--- src/rtl/lfsr_prn_gen.sv ---
// Fibonacci-style LFSR pseudo-random generator with a free-running tap mode
// and a handshaked serial word mode; zero seeds and lock-up states recover to SEED.
module lfsr_prn_gen #(
  parameter int unsigned      WIDTH  = 10,
  parameter logic [WIDTH-1:0] TAPS   = 10'h300,
  parameter int unsigned      OUT_W  = 5,
  parameter int unsigned      STRIDE = 2,
  parameter logic [WIDTH-1:0] SEED   = {{(WIDTH-1){1'b0}}, 1'b1}
) (
  input  logic             clk,
  input  logic             rst_n,
  input  logic             en,
  input  logic             mode,
  input  logic             seed_load,
  input  logic [WIDTH-1:0] seed_in,
  input  logic             req,
  input  logic             prn_ready,
  output logic [OUT_W-1:0] prn,
  output logic             prn_valid,
  output logic             period_pulse,
  output logic             seed_err
);

  if (WIDTH < 3 || WIDTH > 32) begin : g_bad_width
    $error("lfsr_prn_gen: WIDTH must be within 3..32");
  end
  if (OUT_W < 1 || WIDTH < 1 + STRIDE * (OUT_W - 1)) begin : g_bad_taps
    $error("lfsr_prn_gen: WIDTH too small for OUT_W taps at STRIDE spacing");
  end
  if (SEED == '0) begin : g_bad_seed
    $error("lfsr_prn_gen: SEED must be nonzero");
  end

  localparam int unsigned CNT_W = (OUT_W > 1) ? $clog2(OUT_W) : 1;

  typedef enum logic [1:0] {
    IDLE  = 2'd0,
    SHIFT = 2'd1,
    HOLD  = 2'd2
  } state_e;

  state_e           fsm_q, fsm_d;
  logic [WIDTH-1:0] state_q, state_d;
  logic [CNT_W-1:0] cnt_q, cnt_d;
  logic [OUT_W-1:0] word_q, word_d;
  logic [OUT_W-1:0] prn_q, prn_d;
  logic             prn_valid_q, prn_valid_d;
  logic             period_q, period_d;
  logic             seed_err_q, seed_err_d;

  logic [WIDTH-1:0] shifted;
  logic [OUT_W-1:0] free_tap;

  assign shifted = {state_q[WIDTH-2:0], ^(state_q & TAPS)};

  // Free-run taps are taken from the post-shift state, MSB-anchored.
  for (genvar k = 0; k < OUT_W; k++) begin : g_tap
    assign free_tap[k] = shifted[WIDTH-1-STRIDE*k];
  end

  always_ff @(posedge clk or negedge rst_n) begin
    if (!rst_n) begin
      fsm_q       <= IDLE;
      state_q     <= SEED;
      cnt_q       <= '0;
      word_q      <= '0;
      prn_q       <= '0;
      prn_valid_q <= 1'b0;
      period_q    <= 1'b0;
      seed_err_q  <= 1'b0;
    end else begin
      fsm_q       <= fsm_d;
      state_q     <= state_d;
      cnt_q       <= cnt_d;
      word_q      <= word_d;
      prn_q       <= prn_d;
      prn_valid_q <= prn_valid_d;
      period_q    <= period_d;
      seed_err_q  <= seed_err_d;
    end
  end

  always_comb begin
    fsm_d       = fsm_q;
    state_d     = state_q;
    cnt_d       = cnt_q;
    word_d      = word_q;
    prn_d       = prn_q;
    prn_valid_d = prn_valid_q;
    period_d    = 1'b0;
    seed_err_d  = 1'b0;

    if (seed_load) begin
      fsm_d       = IDLE;
      cnt_d       = '0;
      word_d      = '0;
      prn_valid_d = 1'b0;
      if (seed_in == '0) begin
        state_d    = SEED;
        seed_err_d = 1'b1;
      end else begin
        state_d = seed_in;
      end
    end else if (en) begin
      if (state_q == '0) begin
        // Lock-up recovery: abandon any word and restart from SEED.
        state_d     = SEED;
        seed_err_d  = 1'b1;
        fsm_d       = IDLE;
        cnt_d       = '0;
        prn_valid_d = 1'b0;
      end else begin
        unique case (fsm_q)
          IDLE: begin
            if (!mode) begin
              state_d     = shifted;
              prn_d       = free_tap;
              prn_valid_d = 1'b1;
              period_d    = (shifted == SEED);
            end else begin
              prn_valid_d = 1'b0;
              if (req) begin
                fsm_d  = SHIFT;
                cnt_d  = '0;
                word_d = '0;
              end
            end
          end
          SHIFT: begin
            word_d[cnt_q] = state_q[WIDTH-1];
            state_d       = shifted;
            period_d      = (shifted == SEED);
            if (cnt_q == CNT_W'(OUT_W - 1)) begin
              fsm_d       = HOLD;
              cnt_d       = '0;
              prn_d       = word_d;
              prn_valid_d = 1'b1;
            end else begin
              cnt_d = cnt_q + 1'b1;
            end
          end
          HOLD: begin
            if (prn_ready) begin
              fsm_d       = IDLE;
              prn_valid_d = 1'b0;
            end
          end
          default: begin
            fsm_d       = IDLE;
            prn_valid_d = 1'b0;
          end
        endcase
      end
    end else if (fsm_q == IDLE && !mode) begin
      // Free-run valid tracks the previous cycle's enable.
      prn_valid_d = 1'b0;
    end
  end

  assign prn          = prn_q;
  assign prn_valid    = prn_valid_q;
  assign period_pulse = period_q;
  assign seed_err     = seed_err_q;

endmodule

--- config.mk ---
export PLATFORM = sky130hd
export DESIGN_NAME = lfsr_prn_gen
export DESIGN_NICKNAME = d
export VERILOG_FILES = /design/src/rtl/lfsr_prn_gen.sv
export SDC_FILE = /design/constraint.sdc
export NUM_CORES = 1
export LEC_CHECK = 0
export CAP_MARGIN = 0
export CORE_ASPECT_RATIO = 1.5
export CORE_MARGIN = 4
export CORE_UTILIZATION = 35
export CTS_BUF_LIST = sky130_fd_sc_hd__clkbuf_8
export DETAILED_ROUTE_END_ITERATION = 8
export GPL_ROUTABILITY_DRIVEN = 0
export PLACE_DENSITY = 0.64
export SYNTH_ARGS = -nofsm -noshare
export SYNTH_HDL_FRONTEND = slang
export SYNTH_SLANG_ARGS = --single-unit
--- constraint.sdc ---
create_clock -name clk -period 2 [get_ports clk]
set_clock_uncertainty 0.1 [all_clocks]
set_input_delay 0.2 -clock clk [delete_from_list [all_inputs] [get_ports clk]]
set_output_delay 0.2 -clock clk [all_outputs]
set_load 0.005 [all_outputs]
## Yosys cells after proc, flatten, opt, wreduce, memory -nomap -nowiden

Index checks and enable logic that the tools add are counted.

| word-level totals | value |
|---|---|
| bits in registers | 28 |
| bits in latches | 0 |
| bits in writable memories | 0 |
| ROM bits | 0 |
| input port bits | 17 |
| output and inout port bits | 8 |
| word-level logic and storage cells | 97 |
| memories | 0 |

| cells by class | value |
|---|---|
| add/sub/neg operators | 1 |
| multiply operators | 0 |
| div/mod/pow operators | 0 |
| order comparisons | 2 |
| eq/ne operators | 16 |
| shift operators | 0 |
| mux-type cells | 50 |
| bitwise logic cells | 2 |
| reductions and logical operators | 18 |

Operators by type and width:

| operator | count |
|---|---|
| $mux 10 | 5 |
| $mux 5 | 7 |
| $logic_not 10->1 | 2 |
| $ne 4x4->1 const B | 5 |
| $pmux 10 s2 | 1 |
| $pmux 5 s2 | 2 |
| $mux 3 | 6 |
| $mux 1 | 16 |
| $mux 2 | 7 |
| $eq 10x1->1 const B | 1 |
| $ne 5x5->1 const B | 2 |
| $reduce_and 5->1 | 2 |
| $reduce_xor 10->1 | 1 |
| $ne 2x2->1 const B | 3 |
| $ne 3x3->1 const B | 2 |
| $pmux 2 s3 | 1 |
| $pmux 3 s2 | 1 |
| $reduce_and 3->1 | 2 |
| $reduce_and 6->1 | 1 |
| $reduce_bool 3->1 | 2 |
| $bwmux 5 | 1 |
| $lt 3x4->1 const B | 1 |
| $reduce_and 4->1 | 1 |
| $reduce_bool 2->1 | 2 |
| 13 further kinds | 15 |

## Depth between registers and ports, before layout

| depth | value |
|---|---|
| depth after elaboration | 9 |
| mapped depth | 7 |
| depth with buffers taken out | 6 |

## Least setup slack after synthesis

No wires, ideal clock.

| timing path | value |
|---|---|
| path type | register to register |
| start | register state_q[9] |
| end | register state_q[1] |
| library setup time | 0.125 ns |
| arrival | 1.735 ns |
| data required time | 1.775 ns |
| setup slack | 0.040 ns |
| stages on the path, launching flop included | 8 |
| buffers on the path | 1 |
| clock period less this slack | 1.960 ns |
| path through | dfrtp_1 -> inv_1 -> ha_1 -> nor2b_1 -> and3_1 -> a211o_1 -> buf_6 -> mux2_4 |

| on the way | value |
|---|---|
| longest elaborated chain between the ends | 4 |
| elaborated cells between the ends (all ways) | 7 |
| those cells by class | eq/ne (1); mux (3); reduce/logical (3) |

Ends and longest elaborated chain:

| what | RTL line | RTL |
|---|---|---|
| from (decl) | 43 | `logic [WIDTH-1:0] state_q, state_d;` |
| from (signal assigned) | 73 | `state_q <= state_d;` |
| $logic_not 10->1 (*) | 105 | `if (state_q == '0) begin` |
| $mux 10 | 105 |  |
| $mux 10 | 104 | `end else if (en) begin` |
| $mux 10 | 93 | `if (seed_load) begin` |

Every way passes the cells marked *; elsewhere a longest branch is shown, timed or not. The select of a mux whose other input is x is not followed.
A chain may end at the register's enable or synchronous reset.

## Worst setup path after layout

Same ends and word-level chain as after synthesis.

==> flow_metrics.tcl <==
set metrics [dict create \
    outcome "complete, no violations" \
    die_w_um 64.3 \
    synth_largest_area_cell "dfrtp_1" \
    multiInputGateArea_um2 885 \
    critPathRequiredTime_ps 2060 \
    grt_max_degree 29 \
    fin_util_pct 46.6 \
    worst-setup-path-type "reg2reg" \
    synth_ff_type "dfrtp_1" \
    layout-drive-gt1-share_pct 24.1 \
    crit_chain "inv_1 -> ha_1 -> nor2b_1 -> and3_1 -> a211o_1 -> buf_4 -> mux2_4" \
    async_reset_ff_share_pct 100 \
    rsz0062_at_grt "yes" \
    num_rows 30 \
    clk_latency_ps 270 \
    synthCells 153 \
    fp.dieArea_um2 5950 \
    grt_pass1_wl_um 6460 \
    ys_ff_latch 28 \
    powerDensity_nw_per_um2 769 \
    cts_setup_buffers 0 \
    portBuffers 24 \
    critical_path.slowest_cell "dfrtp_1" \
    setup_violations 0 \
    yosys.cell_types.count 41 \
    core_um2 4580 \
    dp_slack_ps 35.1 \
    yosysWarnings 0 \
    max-vdd-ir-drop_mv 0.418 \
    syn_area_um2 1670 \
    place_inst 247 \
    fin_crit_sh_pct 95.8 \
    drv_cap 0 \
    final_cells 251 \
    detail_route.first_pass.iterations 4 \
    tritoncts "built" \
    hold_viol_final 0 \
    dp_hpwl_um 3040 \
    dr.first_iter.drc_count 25 \
    ant_nets 0 \
    wl_um 3830 \
    synth_seq_area_share_pct 42.1 \
    placed_area_um2 2050 \
    fillers 450 \
    p_leak_nw 0.940 \
    clk_pin_slew_ps 100 \
    period_minus_slack_ps 1920 \
    max_slew_margin_pct 76.1 \
    critPathArrivalTime_ps 1980 \
    setup-tns-final_ps 0 \
    clock_path_buffers 2 \
    fin_area_um2 2130 \
    synth_enable_flop_cells 0 \
    postSynthAreaPerCell_um2 10.9 \
    syn_to_final_growth_pct 28.0 \
    cts.sinks 28 \
    hp-class "in2async" \
    timing.fmax_ghz 0.522 \
    fin_ws_ps 83.3 \
    io_pins 25 \
    cts_resized 0 \
    tightest_slew_ps 350 \
    initial_core_util_pct 36.4 \
    synth_top_area_share_pct 40.6 \
    synth_nets 173 \
    seq_area_um2 702 \
    groute.usage.overall_pct 13.6 \
    antenna_cells 0 \
    cts_buffers 3 \
    wire_per_inst_um 15.3 \
    grt-ovfl-total 0 \
    antenna_found_initial 0 \
    worstPathMaxFanout 4 \
    cts_hold_buf 0 \
    critPathMaxStageDelay_ps 360 \
    root_buffer "clkbuf_8" \
    drc 0 \
    htreeDepth 1 \
    fin_nets 208 \
    die_h_um 92.5 \
    via_count 1303 \
    worstSetupEndpointType "flip-flop" \
    post_drt_via_cell_ratio 5.19 \
    grt_pass1_vias 1393 \
    finalMaxSlewViolations 0 \
    critical_path.startpoint_type "flip-flop" \
    synthTopCellsByArea "dfrtp_1 41%, mux2_4 12%, mux2i_1 5.4%, mux2_2 3.4%, o2bb2ai_1 3.2%" \
]
-- power by group --
part / switching, mW / internal (mW)
clock: 0.178 / 0.268
combinational: 0.168 / 0.288
sequential: 0.0842 / 0.653
-- flip-flops by register name, indices dropped and copies added, names as in the netlist --
signal,count
period_pulse,1
fsm_q,2
prn_valid,1
state_q,10
seed_err,1
prn,5
word_q,5
cnt_q,3
-- path summary, 6_finish.rpt --
kind	start	depth (start not counted)	end	slack (ps)
worst max-delay path	state_q[9]	7	state_q[1]	80
worst min-delay path	rst_n	2	prn[1]	190
worst max register to register	state_q[9]	7	state_q[1]	80
worst min register to register	prn_valid	1	prn_valid	400
max in group asynchronous	rst_n	2	state_q[0]	1300
min in group clk	prn_valid	1	prn_valid	400
-- per-stage QoR --
| stage | power (mW) | hold WS (ps) |
|---|---|---|
| 4_1_cts | 1.65 | 205 |
| 5_1_grt | 1.72 | 216 |
| 3_3_place_gp | 1.19 | 371 |
| 3_5_place_dp | 1.20 | 375 |
| 2_1_floorplan | 0.973 | -196 |
| 6_report | 1.64 | 193 |
-- area by class of cell --
class / count / area share, %
Clock buffer: 3 / 1.94
Clock inverter: 1 / 1.41
Inverter: 10 / 1.76
Multi-Input combinational cell: 106 / 41.5
Sequential cell: 28 / 32.9
Tap cell: 64 / 3.76
Timing Repair Buffer: 39 / 16.7
-- cells in the final DEF, fill, tap and decap left out, types with 2 or more instances in the layout --
cell type,Yosys,final
nand3_1,5,5
o31ai_1,2,2
mux2_4,13,13
nor2_1,4,4
nor4_1,3,3
o2bb2ai_1,6,6
buf_4,0,14
a21oi_1,5,5
and3_1,2,2
nand2_1,12,12
o21ai_0,8,8
mux2_1,2,2
inv_1,9,9
dfrtp_1,27,27
nand2b_1,2,2
clkbuf_8,0,3
clkdlybuf4s50_1,0,24
ha_1,3,3
nor3b_1,4,4
mux2_2,5,5
nor2b_1,2,2
nor3_1,2,2
mux2i_1,9,9
-- kinds of logic (layout without fill, tap and decap cells) --
kind of cell,Yosys count,in the layout,synth area share (%)
buffers and inverters,19,53,5.33
multiplexers,29,29,21.9
adder cells (fa/ha/maj),3,3,2.25
AND/OR/NAND/NOR,42,42,14.8
AO/OA/AOI/OAI,32,32,13.6
flip-flops,28,28,42.1
-- metal layers --
metal	wire (µm)	part of all wire, %	global-route usage, %	up-vias
li1	-	-	-	630
met5	0	0	0	-
met3	115	3.0	2.31	8
met4	101	2.6	5.82	0
met2	2200	57	26.0	27
met1	1420	37	14.3	638
-- synth_stat cells, types with 3 or more instances --
cell	instances
dfrtp_1	27
mux2_4	13
nand2_1	12
inv_1	9
mux2i_1	9
o21ai_0	8
o2bb2ai_1	6
a21oi_1	5
clkbuf_1	5
mux2_2	5
nand3_1	5
nor2_1	4
nor3b_1	4
ha_1	3
nor4_1	3
-- worst max-delay path: cells and delay by family, from the launching register on --
| kind | cells | cell delay [ps] |
|---|---|---|
| AOI/OAI and AO/OA | 1 | 280 |
| adders and majority gates | 1 | 190 |
| buffers and inverters | 2 | 230 |
| DFF | 1 | 360 |
| muxes | 1 | 290 |
| and+or+nand+nor | 2 | 350 |
No activity file was read; power rests on OpenSTA's default activity.
